### src/rtl/prng_lfsr_gen_pkg.sv
// Shared constants and the single-step Fibonacci feedback used by the LFSR generator.
// Functions work on 64-bit containers so one definition serves every legal width.
package prng_pkg;

    localparam int MAX_WIDTH = 64;

    // Maximal-length tap masks for common widths (bit k set = stage k feeds the XOR)
    localparam logic [3:0]  TAPS_W4  = 4'hC;
    localparam logic [7:0]  TAPS_W8  = 8'hB8;
    localparam logic [15:0] TAPS_W16 = 16'hB400;
    localparam logic [31:0] TAPS_W32 = 32'h8020_0003;

    function automatic logic [MAX_WIDTH-1:0] lfsr_step(
        input logic [MAX_WIDTH-1:0] state,
        input logic [MAX_WIDTH-1:0] taps,
        input int                   width
    );
        logic [MAX_WIDTH-1:0] mask;
        logic                 fb;
        mask = (64'h1 << width) - 64'h1;
        fb   = ^(state & taps);
        return ((state << 1) | {{(MAX_WIDTH-1){1'b0}}, fb}) & mask;
    endfunction

endpackage

### src/rtl/prng_lfsr_gen_stepper.sv
// Combinational unroll of STEPS Fibonacci LFSR steps; the state shifts toward the MSB
// and the feedback bit enters at bit 0.
module lfsr_stepper #(
    parameter int WIDTH = 16,
    parameter int STEPS = 4
) (
    input  logic [WIDTH-1:0] state,
    input  logic [WIDTH-1:0] taps,
    output logic [WIDTH-1:0] next_state
);
    import prng_pkg::*;

    logic [WIDTH-1:0] work;

    always_comb begin
        work = state;
        for (int i = 0; i < STEPS; i++) begin
            work = WIDTH'(lfsr_step(64'(work), 64'(taps), WIDTH));
        end
        next_state = work;
    end

endmodule

### src/rtl/prng_lfsr_gen.sv
// Parametrised LFSR word generator: OUT_W fresh bits per word, runtime seed loading
// with zero-seed substitution, valid/ready output and a period-wrap flag.
module prng_lfsr_gen #(
    parameter int               WIDTH = 16,
    parameter logic [WIDTH-1:0] TAPS  = 16'hB400,
    parameter int               OUT_W = 4,
    parameter logic [WIDTH-1:0] SEED  = '1
) (
    input  logic             clk,
    input  logic             preset,
    input  logic             en,
    input  logic             seed_load,
    input  logic [WIDTH-1:0] seed_in,
    output logic [OUT_W-1:0] dout,
    output logic             dout_valid,
    input  logic             dout_ready,
    output logic             wrap,
    output logic             seed_fixup
);
    import prng_pkg::*;

    logic [WIDTH-1:0] s;
    logic [WIDTH-1:0] start_state;
    logic [WIDTH-1:0] adv_state;
    logic [WIDTH-1:0] load_value;
    logic [OUT_W-1:0] word;
    logic             seed_is_zero;
    logic             produce;

    lfsr_stepper #(
        .WIDTH (WIDTH),
        .STEPS (OUT_W)
    ) u_stepper (
        .state      (s),
        .taps       (TAPS),
        .next_state (adv_state)
    );

    // The word is read MSB-first from the state before it advances
    always_comb begin
        word = '0;
        for (int j = 0; j < OUT_W; j++) begin
            word[j] = s[WIDTH-1-j];
        end
    end

    always_comb begin
        seed_is_zero = (seed_in == '0);
        load_value   = seed_is_zero ? SEED : seed_in;
        produce      = en && (!dout_valid || dout_ready) && !seed_load;
    end

    // A load flushes any pending word and outranks production and consumption
    always_ff @(posedge clk or posedge preset) begin
        if (preset) begin
            s           <= SEED;
            start_state <= SEED;
            dout        <= '0;
            dout_valid  <= 1'b0;
            wrap        <= 1'b0;
            seed_fixup  <= 1'b0;
        end else if (seed_load) begin
            s           <= load_value;
            start_state <= load_value;
            dout_valid  <= 1'b0;
            wrap        <= 1'b0;
            seed_fixup  <= seed_is_zero;
        end else begin
            seed_fixup <= 1'b0;
            if (produce) begin
                dout       <= word;
                dout_valid <= 1'b1;
                s          <= adv_state;
                wrap       <= (adv_state == start_state);
            end else if (dout_valid && dout_ready) begin
                dout_valid <= 1'b0;
                wrap       <= 1'b0;
            end
        end
    end

endmodule

### config.mk
export PLATFORM = sky130hd
export DESIGN_NAME = prng_lfsr_gen
export DESIGN_NICKNAME = d
export VERILOG_FILES = /design/src/rtl/prng_lfsr_gen_pkg.sv /design/src/rtl/prng_lfsr_gen_stepper.sv /design/src/rtl/prng_lfsr_gen.sv
export SDC_FILE = /design/constraint.sdc
export NUM_CORES = 1
export LEC_CHECK = 0
export ABC_AREA = 1
export ABC_CLOCK_PERIOD_IN_PS = 1300
export CAP_MARGIN = 10
export CORE_MARGIN = 4
export CORE_UTILIZATION = 40
export CTS_CLUSTER_SIZE = 8
export DETAILED_ROUTE_END_ITERATION = 7
export GPL_TIMING_DRIVEN = 0
export SETUP_SLACK_MARGIN = 0.3
export SLEW_MARGIN = 10
export SYNTH_ARGS = -nofsm -noshare
export SYNTH_HDL_FRONTEND = slang
export SYNTH_SLANG_ARGS = --single-unit
### constraint.sdc
create_clock -name clk -period 1.3 [get_ports clk]
set_input_delay 0.26 -clock clk [delete_from_list [all_inputs] [get_ports clk]]
set_output_delay 0.26 -clock clk [all_outputs]
set_load 0.01 [all_outputs]
* Yosys cells after proc, flatten, opt, wreduce, memory -nomap -nowiden
Cells that the tools add are included.
** Word-level totals
- Output and inout port bits :: 7
- Bits of input ports :: 21
- Register bits after elaboration :: 39
- Word-level logic and storage cells :: 35
** Operators by class
- Bitwise gates (word level) :: 5
- Multiplexer cells :: 9
- Reductions and logical operators :: 14
- Equal/unequal tests :: 1
** Operator list (number)
- 64-bit XOR reduction :: 4
- 16-bit by 1-bit bitwise OR with 16-bit output :: 4
- 16-bit two-way mux :: 3
- 16-bit == test :: 1
- 16-bit logical NOT :: 1
- 1-bit two-way mux :: 6
- 1-bit logical AND :: 3
- 3-bit nonzero test :: 1
- 1-bit logical NOT :: 2
- 2-bit AND reduction :: 1
- 2-bit nonzero test :: 1
- 1-bit logical OR :: 1
- 1-bit inverter :: 1

* Logic depth before layout (Yosys ltp)
Gate-level depths: netlist (run 1).
- Depth after elaboration :: 11
- Depth in mapped cells :: 12
- Mapped depth without buffers :: 11

* Modules after synthesis
A second synthesis (run 1) with hierarchy kept.
** Second synthesis, totals
- Cells, all modules :: 646
- Area total of the unflattened synthesis :: 3711.1 µm²
** By module, submodules not included
- prng_lfsr_gen :: area an instance 2065.7 µm², sequential area each 1016.0 µm², times used 1, cells an instance 248
- lfsr_stepper :: area an instance 1645.3 µm², sequential area each 0.0 µm², times used 1, cells an instance 398

* Least setup slack after synthesis (run 1)
No wires, ideal clock.
- Kind :: register to register
- From :: register s[9]
- To :: register wrap
- Library setup time :: 0.117 ns
- Data arrival time :: 1.196 ns
- Path slack :: -0.013 ns
- Stages on the path, launching flop included :: 13
- Path buffers :: 1
- Required time :: 1.183 ns
- Cells stage by stage :: dfstp_2 -> buf_4 -> inv_2 -> nand2_1 -> nand2_1 -> inv_1 -> nand2_1 -> nand2_1 -> nand2_1 -> nand2_1 -> nor2_4 -> nand3_1 -> nand2_1
** On the way
- Word-level cells in the longest chain between the ends :: 8
** Ends and longest elaborated chain
- start: declaration :: line prng_lfsr_gen.sv:22 : logic [WIDTH-1:0] s;
- start signal: assignment :: line prng_lfsr_gen.sv:63 : s <= load_value;
- start signal: assignment :: line prng_lfsr_gen.sv:73 : s <= adv_state;
- 16-bit by 1-bit bitwise OR with 16-bit output (*) (3 in a row) :: line prng_lfsr_gen_pkg.sv:22 : return ((state << 1) | {{(MAX_WIDTH-1){1'b0}}, fb}) & mask;
- 64-bit XOR reduction / 16-bit by 1-bit bitwise OR with 16-bit output (equally long branches) :: line prng_lfsr_gen_pkg.sv:21, prng_lfsr_gen_pkg.sv:22
- 16-bit by 1-bit bitwise OR with 16-bit output (*) :: line prng_lfsr_gen_pkg.sv:22
- 16-bit == test (*) :: line prng_lfsr_gen.sv:74 : wrap <= (adv_state == start_state);
- 1-bit two-way mux (*) :: line prng_lfsr_gen.sv:70 : if (produce) begin
- 1-bit two-way mux (*) :: line prng_lfsr_gen.sv:62 : end else if (seed_load) begin
- end signal: assignment :: line prng_lfsr_gen.sv:74
- end: declaration :: line prng_lfsr_gen.sv:17 : output logic wrap,
Mark *: on every way between the ends. The rest lies on a longest branch, timed or not.
A chain may end at the register's enable or synchronous reset.

* Final worst setup path (run 1)
- From :: register s[10]
- To :: register wrap
The elaborated chain is that of the path after synthesis.

==> impl_metrics.toml, run 1 <==
[synth]
synth.most_common_cell = "nand2_1"
synthCells = 296
synth_xor_xnor_area_share_pct = 3.10
synth_compound_area_share_pct = 14.7
synth_seq_area_share_pct = 44.9
synth_area_mm2 = 0.00226
ys.flop_type = "dfstp_2"
synth_seq_cells = 39
synth.area.mux_share_pct = 0
yosys.area_share.simple_pct = 27.1
synth.avg_cell_area_um2 = 7.64
syn_nets = 317
yosys.area.top_type = "dfstp_2"
synth-edff-count = 0
synthArstFlopShare_pct = 100
synth_adder_area_share_pct = 0
yosys_warnings = 0
synthTopCellsByArea = "dfstp_2 (37%), nand2_1 (17%), dfrtp_1 (7.7%)"
synth_cell_types = 28
synth_common_cells = "nand2_1 (103), dfstp_2 (32), inv_1 (32)"
synth_top_area_share_pct = 37.2
synth_top_family_by_area = "simple AND/OR/NAND/NOR gates"

[critical_path]
timing.critical_path.slowest_stage_cell = "dfstp_2"
worstPathArrival_ps = 1680
cp-end-kind = "flop"
path_cells = "buf_8, buf_4, nor2_4, nor2_2, nand2_2, nand2_2, nand2_1, nand2_2, nor2_4, nand3_2, nand2_1"
crit_top_cell = "nand2_2"
cp.required_ps = 1500
max_stage_delay_ps = 550
cp.depth = 11
reg2reg_depth = 11
crit_buf_inv = 2
worstSetupStartpointType = "flop"
path_max_fanout = 8
path_delay_family = "simple AND/OR/NAND/NOR gates"
crit_type = "reg -> reg"

[power_and_ir_drop]
internal_power_mw = 2.35
leakagePower_nw = 1.55
pwr-share-seq_pct = 43.2
p_switching_mw = 1.18
clkPwrFrac_pct = 25.3
peakVddDrop_mv = 0.614
comb_power_share_pct = 31.5
switching_share_pct = 33.5
powerDensity_mw_per_mm2 = 1050

[clock_tree]
hold_buffers = 0
clock_path_buffers = 2
numCtsBuffers = 5
clk_pin_slew_ps = 90
cts.sinks = 39
cts_root_buffer = "clkbuf_8"
insertion_delay_ps = 300
h-tree-depth = 2
cts_tree = "yes"

[sta]
worst_pin_slew_ps = 508
setup_tns_ps = -577
setup_viol = 5
setup_slack_ps = -176
fin_crit_ps = 1480
finalHoldViolations = 0
drv_slew = 0
max_freq_mhz = 678
rsz0062_at_grt = "true"
fin_skew_ps = 13.5
min_period_over_period_pct = 114
slew_headroom_pct = 66.0

[placed_design]
pre_cts_ws_ps = -531
dpl.hpwl_mm = 4.23
gp_congestion = 0.875
port_buffers = 27

[global_routing]
grt_pass1_wl_mm = 10.5
grt_pass1_vias = 2048
grt_max_degree = 40
overflow = 0
grtUsageTotal_pct = 19.1
antenna_found_initial = 0

[route]
dr_total_vias = 2125
drcViolationCount = 0
drt-total-wl_mm = 6.64
drtPass1Iterations = 4
wl_per_cell_um = 15.2
vias_per_cell = 4.87
postRouteAntennaNets = 0
drt-initial-drc-count = 110

[layout]
multi_input_area_mm2 = 0.00131
drive_above_1_share_pct = 50.3
final_nets = 384
fill_cells = 489
n_antenna_cell = 0
seqCellArea_mm2 = 0.00102
areaGrowthSynthToFinish_pct = 48.2

[die]
boundaryPins = 28
die_x_um = 83.2
rows = 27
die_y_um = 83.2
start_util_pct = 41.1
coreArea_mm2 = 0.00551
die_area_mm2 = 0.00692

[run_status]
violations = "negative setup slack"
status = "finished with violations"

[min_path]
holdPathStages = 3
hold_class = "in -> reg"

[run]
cap_violations = 0
## area by class of cell
type,count,area share [%]
multi-input combinational,205,39.1
sequential,39,30.3
timing repair buffer,59,16.4
inverter,42,5.15
buffer,10,3.40
tap,72,2.69
clock buffer,7,2.57
timing repair inverter,1,0.224
clock inverter,1,0.149
## worst register-to-register path, delay by kind of cell (launching register included)
family / cells / cell delay (ps)
buffers and inverters: 2 / 270
DFF: 1 / 550
and+or+nand+nor: 9 / 560
## state kept, by name, summed over array words and instances, names as in the netlist
register     count
start_state     16
s               16
dout             4
dout_valid       1
wrap             1
seed_fixup       1
## path summary, 6_finish.rpt
| path | startpoint | to | slack, ps |
|---|---|---|---|
| worst max-delay path | s[10]$_DFFE_PP1P_ | wrap$_DFFE_PP0P_ | -180 |
| worst min-delay path | seed_in[15] | start_state[15]$_DFFE_PP1P_ | 180 |
| worst max register to register | s[10]$_DFFE_PP1P_ | wrap$_DFFE_PP0P_ | -180 |
| worst min register to register | dout[3]$_DFFE_PP0P_ | dout[3]$_DFFE_PP0P_ | 480 |
| max in group asynchronous | preset | s[1]$_DFFE_PP1P_ | 480 |
| min in group asynchronous | preset | dout[0]$_DFFE_PP0P_ | 470 |
## through the flow
stage               instance area (um^2)  util [%]  std cells  total power, mW  hold WS, ps
finish                              3350      60.9        436             3.53          177
global route                        3350      60.9        436             3.72          186
CTS                                 3150      57.2        428             3.41          200
detailed placement                  2670      48.6        395             2.40          472
global placement                    2670      48.6        395             2.39          462
floorplan                           2310         -        296             2.11          221
## cell usage in the layout, fill, tap and decap left out, types with 4 or more instances in the layout
| cell type | n |
|---|---|
| inv_4 | 4 |
| inv_2 | 9 |
| o211ai_1 | 12 |
| xor2_1 | 4 |
| nand3_1 | 6 |
| nor2_1 | 12 |
| buf_2 | 17 |
| o21ai_1 | 5 |
| nand2_1 | 88 |
| dfrtp_1 | 7 |
| clkbuf_8 | 6 |
| o21ai_2 | 8 |
| nor2_2 | 7 |
| buf_6 | 13 |
| dfstp_2 | 32 |
| buf_8 | 4 |
| a21oi_4 | 15 |
| nor2_4 | 8 |
| nand2_2 | 16 |
| buf_4 | 23 |
| inv_1 | 27 |
## power by group through the flow
stage / clock [mW] / combinational (mW) / sequential, mW
2_1_floorplan: 0 / 0.583 / 1.53
3_3_place_gp: 0 / 0.854 / 1.54
3_5_place_dp: 0 / 0.865 / 1.54
4_1_cts: 0.890 / 1.00 / 1.52
5_1_grt: 0.946 / 1.23 / 1.54
6_report: 0.892 / 1.11 / 1.52
## routing by layer
| metal | routed length [um] | track usage [%] | share of wire (%) |
|---|---|---|---|
| met5 | 0 | 0 | 0 |
| met4 | 171 | 7.13 | 2.6 |
| met3 | 287 | 3.47 | 4.3 |
| met2 | 3250 | 31.8 | 49 |
| met1 | 2930 | 24.7 | 44 |
## what timing repair did
item | CTS | global route
gates cloned | 3 | 1
setup buffers | 22 | 7
endpoints found under the setup margin | 46 | 60
resized for setup | 158 | 37
pin swaps | 26 | 9
## logic make-up after synthesis
logic type	count (synthesis)
AOI/OAI and AO/OA	51
xor gates and xnor gates	8
buffers and inverters	52
DFF	39
and+or+nand+nor	146
(Power assumes the default switching activity.)
==> run 2, diff against run 1 <==
ABC_AREA = unset   (was 1)
TNS_END_PERCENT = 10   (was unset)
==> impl_metrics.toml, run 2 <==
[global_routing]
gr-max-usage-layer = "met2"
grt_max_degree = 40
met1_usage_pct = 29.4
grtUsageTotal_pct = 21.5
grtUsageMet2_pct = 34.9
antenna_found_initial = 0
overflow = 0
grt_pass1_vias = 1880
grt_pass1_wl_mm = 10.5
use_met3_pct = 4.93

[sta]
setup_tns_ps = -9390
worst_pin_slew_ps = 663
rsz0062_at_grt = "true"
max_freq_mhz = 627
drv_slew = 0
slew_headroom_pct = 55.8
setup_slack_ps = -296
setup_viol = 38
fin_crit_ps = 1600
fin_skew_ps = 5.79
finalHoldViolations = 0
min_period_over_period_pct = 123

[clock_tree]
clock_path_buffers = 2
clk_pin_slew_ps = 80
insertion_delay_ps = 300
cts.sinks = 39
h-tree-depth = 2
cts_root_buffer = "clkbuf_8"
cts_tree = "yes"
numCtsBuffers = 5

[synth]
synth.most_common_cell = "dfstp_2"
synthCells = 204
synth_seq_cells = 39
syn_nets = 225
synthTopCellsByArea = "dfstp_2 (39%), dfrtp_1 (8.1%), o21ai_0 (5.3%)"
ys.flop_type = "dfstp_2"
synth_seq_area_share_pct = 46.8
synth.avg_cell_area_um2 = 10.6
yosys.area.top_type = "dfstp_2"
synthArstFlopShare_pct = 100
synth_top_area_share_pct = 38.8
synth-edff-count = 0
synth_cell_types = 36
synth_area_mm2 = 0.00217
synth_common_cells = "dfstp_2 (32), nor2_1 (23), o21ai_0 (23)"
yosys_warnings = 0

[run_status]
status = "finished with violations"
violations = "negative setup slack"

[critical_path]
crit_type = "in -> reg"
worstSetupStartpointType = "primary input"
endpoint = "s[3]$_DFFE_PP1P_"
path_max_fanout = 7
worstPathArrival_ps = 1820
reg2reg_depth = 4
cp.required_ps = 1530
crit_path_start = "seed_in[1]"
worst_r2r_endpoint = "wrap$_DFFE_PP0P_"
timing.rr.start = "s[9]$_DFFE_PP1P_"
cp-end-kind = "flop"
r2r_slack_ps = -170

[route]
drcViolationCount = 0
wl_per_cell_um = 19.9
dr_total_vias = 1793
postRouteAntennaNets = 0
drt-total-wl_mm = 6.52
vias_per_cell = 5.47
drtPass1Iterations = 4
drt-initial-drc-count = 126

[layout]
drive_above_1_share_pct = 54.3
final_common_cell = "dfstp_2"
final_nets = 278
seqCellArea_mm2 = 0.00102
multi_input_area_mm2 = 0.00124
reg.largest.list = "s x16, start_state x16, dout x4"
areaGrowthSynthToFinish_pct = 39.4
n_antenna_cell = 0
final_cell_mix = "dfstp_2 (32), nor2_1 (22), o21ai_2 (21), buf_2 (13), xor2_1 (13)"
stdcell_count = 328
fill_cells = 464

[die]
start_util_pct = 41.9
die_x_um = 81.6
die_area_mm2 = 0.00667
rows = 26
boundaryPins = 28
coreArea_mm2 = 0.00517
die_y_um = 81.6

[power_and_ir_drop]
totalPowerFinal_mw = 3.53
leakagePower_nw = 1.30
powerDensity_mw_per_mm2 = 1170
peakVddDrop_mv = 0.551

[placed_design]
port_buffers = 26
gp_congestion = 0.835
dp_cells = 301
dpl.hpwl_mm = 4.25

[min_path]
hold_class = "in -> reg"

[run]
cap_violations = 0
==> run 2: cell types whose count changed in the layout (fill, tap and decap cells not counted), moves of 12 or more <==
cell | previous run | this run
a21oi_4 | 15 | 0
buf_4 | 23 | 11
inv_1 | 27 | 1
nand2_1 | 88 | 2
nand2_2 | 16 | 4
o21ai_2 | 8 | 21
==> run 2: per-layer routing <==
| layer | vias to the layer above | routed length, um |
|---|---|---|
| met4 | 0 | 66 |
| met3 | 9 | 386 |
| met2 | 57 | 3190 |
| li1 | 832 | - |
| met1 | 895 | 2870 |
| met5 | - | 0 |
==> run 2: layout make-up <==
class | count | area share, %
Clock inverter | 2 | 1.16
Clock buffer | 6 | 2.73
Buffer | 12 | 3.64
Timing Repair Buffer | 46 | 14.4
Multi-Input combinational cell | 149 | 41.1
Sequential cell | 39 | 33.6
Tap cell | 70 | 2.89
Inverter | 4 | 0.496
==> run 2: stage by stage <==
step / instance area (um^2) / hold slack, ps / util, % / worst slack (ps)
floorplan: 2180 / 338 / - / -207
global placement: 2520 / 487 / 48.8 / -919
detailed placement: 2540 / 494 / 49.2 / -922
CTS: 2960 / 261 / 57.2 / -285
global route: 3030 / 272 / 58.5 / -338
finish: 3030 / 262 / 58.5 / -296
==> run 2: worst min path at each step <==
stage | start | depth (start not counted) | slack (ps) | end
after detailed placement | dout[3]$_DFFE_PP0P_ | 1 | 490 | dout[3]$_DFFE_PP0P_
after global routing | seed_in[11] | 3 | 270 | start_state[11]$_DFFE_PP1P_
after global placement | start_state[3]$_DFFE_PP1P_ | 2 | 490 | start_state[3]$_DFFE_PP1P_
final | seed_in[12] | 3 | 260 | start_state[12]$_DFFE_PP1P_
after floorplan | seed_in[1] | 1 | 340 | seed_fixup$_DFF_PP0_
after CTS | seed_in[7] | 3 | 260 | start_state[7]$_DFFE_PP1P_
==> run 2: cell families (layout without fill, tap and decap cells) <==
logic type | count (synthesis) | after routing | synth area share (%)
compound gates | 51 | 51 | 15.2
mux | 7 | 7 | 3.46
xor+xnor | 27 | 27 | 13.4
flops | 39 | 39 | 46.8
simple gates | 64 | 64 | 17.0
buf+inv | 16 | 70 | 4.09
==> run 2: worst max-delay path, stage by stage <==
cell and delay [ps]:
clkdlybuf4s50_1 590, or4_4 610, buf_12 170, buf_8 140, o211ai_2 50
==> run 2: where the power goes <==
part / total [mW] / leakage, nW / switching (mW) / internal, mW
logic: 0.889 / 0.820 / 0.432 / 0.457
clock network: 1.07 / 0.0612 / 0.451 / 0.621
registers: 1.57 / 0.423 / 0.138 / 1.43
total: 3.53 / 1.30 / 1.02 / 2.51
==> run 2: what timing repair did <==
item,CTS,global route
gates cloned,2,0
buffers inserted,14,3
pin swaps,9,5
hold buffers,0,0
endpoints found under the setup margin,46,46
gates resized for setup,142,14
hold endpoints to repair,0,0
==> run 3, diff against run 2 <==
REMOVE_ABC_BUFFERS = 1   (was unset)
==> impl_metrics.toml, run 3 (synthesis results as in run 2) <==
[run]
cap_violations = 0

[die]
die_y_um = 81.6
coreArea_mm2 = 0.00517
rows = 26
start_util_pct = 41.9
die_x_um = 81.6
boundaryPins = 28
die_area_mm2 = 0.00667

[layout]
n_antenna_cell = 0
fin_area_mm2 = 0.00279
reg.largest.list = "s x16, start_state x16, dout x4"
areaGrowthSynthToFinish_pct = 28.5
fill_cells = 478
final_cell_mix = "dfstp_2 (32), nor2_1 (23), o21ai_2 (14), xor2_1 (13), buf_2 (13)"
drive_above_1_share_pct = 46.4
final_common_cell = "dfstp_2"
final_nets = 259

[global_routing]
grt_max_degree = 37
overflow = 0
grt_pass1_wl_mm = 9.32
grtUsageTotal_pct = 19.1
grt_pass1_vias = 1704
antenna_found_initial = 0

[run_status]
status = "finished with violations"
violations = "negative setup slack"

[power_and_ir_drop]
clkPwrFrac_pct = 30.2
leakagePower_nw = 1.19
pwr-share-seq_pct = 45.3
powerDensity_mw_per_mm2 = 1250
p_switching_mw = 1.01
comb_power_share_pct = 24.5
internal_power_mw = 2.47
switching_share_pct = 29.0
peakVddDrop_mv = 0.594

[route]
wl_per_cell_um = 18.6
drcViolationCount = 0
drt-initial-drc-count = 74
drt-total-wl_mm = 5.75
drtPass1Iterations = 4
postRouteAntennaNets = 0
vias_per_cell = 5.51
dr_total_vias = 1703

[critical_path]
r2r_slack_ps = -140
reg2reg_depth = 4
cp.required_ps = 1540
worstSetupStartpointType = "primary input"
path_max_fanout = 7
crit_path_start = "seed_in[13]"
crit_type = "in -> reg"
timing.rr.start = "s[13]$_DFFE_PP1P_"
worst_r2r_endpoint = "wrap$_DFFE_PP0P_"
worstPathArrival_ps = 1770
cp-end-kind = "flop"

[clock_tree]
numCtsBuffers = 5
clock_path_buffers = 2
cts_tree = "yes"
cts_root_buffer = "clkbuf_8"
clk_pin_slew_ps = 90
cts.sinks = 39
h-tree-depth = 2
hold_buffers = 0
insertion_delay_ps = 300

[sta]
finalHoldViolations = 0
setup_slack_ps = -226
rsz0062_at_grt = "true"
max_freq_mhz = 655
slew_headroom_pct = 74.6
drv_slew = 0
setup_viol = 38
fin_skew_ps = 9.66
fin_crit_ps = 1530
worst_pin_slew_ps = 381
min_period_over_period_pct = 117

[min_path]
hold_class = "in -> async"

[placed_design]
port_buffers = 27
dpl_cell_area_mm2 = 0.00247
dpl.hpwl_mm = 3.59
gp_congestion = 0.742
pre_cts_ws_ps = -1300
-- run 3: cell types whose count changed in the layout (fill, tap and decap cells not counted), moves of 3 or more --
cell      delta
a211oi_1     +3
a211oi_2     -3
buf_12       -3
buf_4        -4
buf_6        -3
clkbuf_1     -4
nand2_1      +4
nand2_2      -4
o21ai_1      +8
o21ai_2      -7
or4_4        +3
-- run 3: power by group through the flow --
stage	Clock [mW]	Sequential, mW	Combinational, mW
6_report	1.05	1.58	0.853
5_1_grt	1.13	1.60	0.936
4_1_cts	1.07	1.58	0.794
3_5_place_dp	0	1.58	0.772
3_3_place_gp	0	1.58	0.757
2_1_floorplan	0	1.55	0.493
-- run 3: what timing repair did --
item / CTS / global route
endpoints found under the hold margin: 0 / 0
setup endpoints to repair: 46 / 46
setup buffers: 2 / 6
pin swaps: 12 / 9
gates cloned: 2 / 1
gates resized for setup: 119 / 24
-- run 3: cell type report --
cell class,instances,area (um^2),area share [%]
repair buffers,36,302,10.8
clock inverters,3,47.5,1.70
inverters,4,16.3,0.583
multi-input cells,152,1250,44.9
flip-flops and latches,39,1020,36.4
well taps,70,87.6,3.14
clock buffers,5,68.8,2.47
-- run 3: how the worst max path moves through the flow --
stage,to,slack (ps),cells after the start
CTS,start_state[11]$_DFFE_PP1P_,-250,5
floorplan,start_state[10]$_DFFE_PP1P_,-370,4
finish,s[12]$_DFFE_PP1P_,-230,6
global placement,start_state[14]$_DFFE_PP1P_,-2130,5
global route,start_state[4]$_DFFE_PP1P_,-260,6
detailed placement,start_state[14]$_DFFE_PP1P_,-1300,5
-- run 3: worst max-delay path: stages --
cell	delay [ps]
clkdlybuf4s15_1	250
nor4_4	200
nand4_1	150
buf_6	160
or4_4	630
o21ai_1	120
-- run 3: layer usage --
| metal | routed length (um) | vias up | share of wire (%) | GRT usage [%] |
|---|---|---|---|---|
| met5 | 0 | - | 0 | 0 |
| met4 | 100 | 0 | 1.7 | 6.31 |
| met3 | 389 | 8 | 6.8 | 4.71 |
| met2 | 2710 | 51 | 47 | 29.3 |
| met1 | 2550 | 840 | 44 | 26.5 |
| li1 | - | 804 | - | - |
-- run 3: per-stage QoR --
| step | util (%) | TNS, ps | hold slack [ps] | std cells | power, mW |
|---|---|---|---|---|---|
| 2_1_floorplan | - | -10830 | 323 | 192 | 2.05 |
| 3_3_place_gp | 47.4 | -93230 | 491 | 289 | 2.34 |
| 3_5_place_dp | 47.7 | -44000 | 494 | 290 | 2.35 |
| 4_1_cts | 51.6 | -6050 | 246 | 302 | 3.44 |
| 5_1_grt | 53.9 | -5490 | 246 | 309 | 3.67 |
| 6_report | 53.9 | -4130 | 233 | 309 | 3.48 |
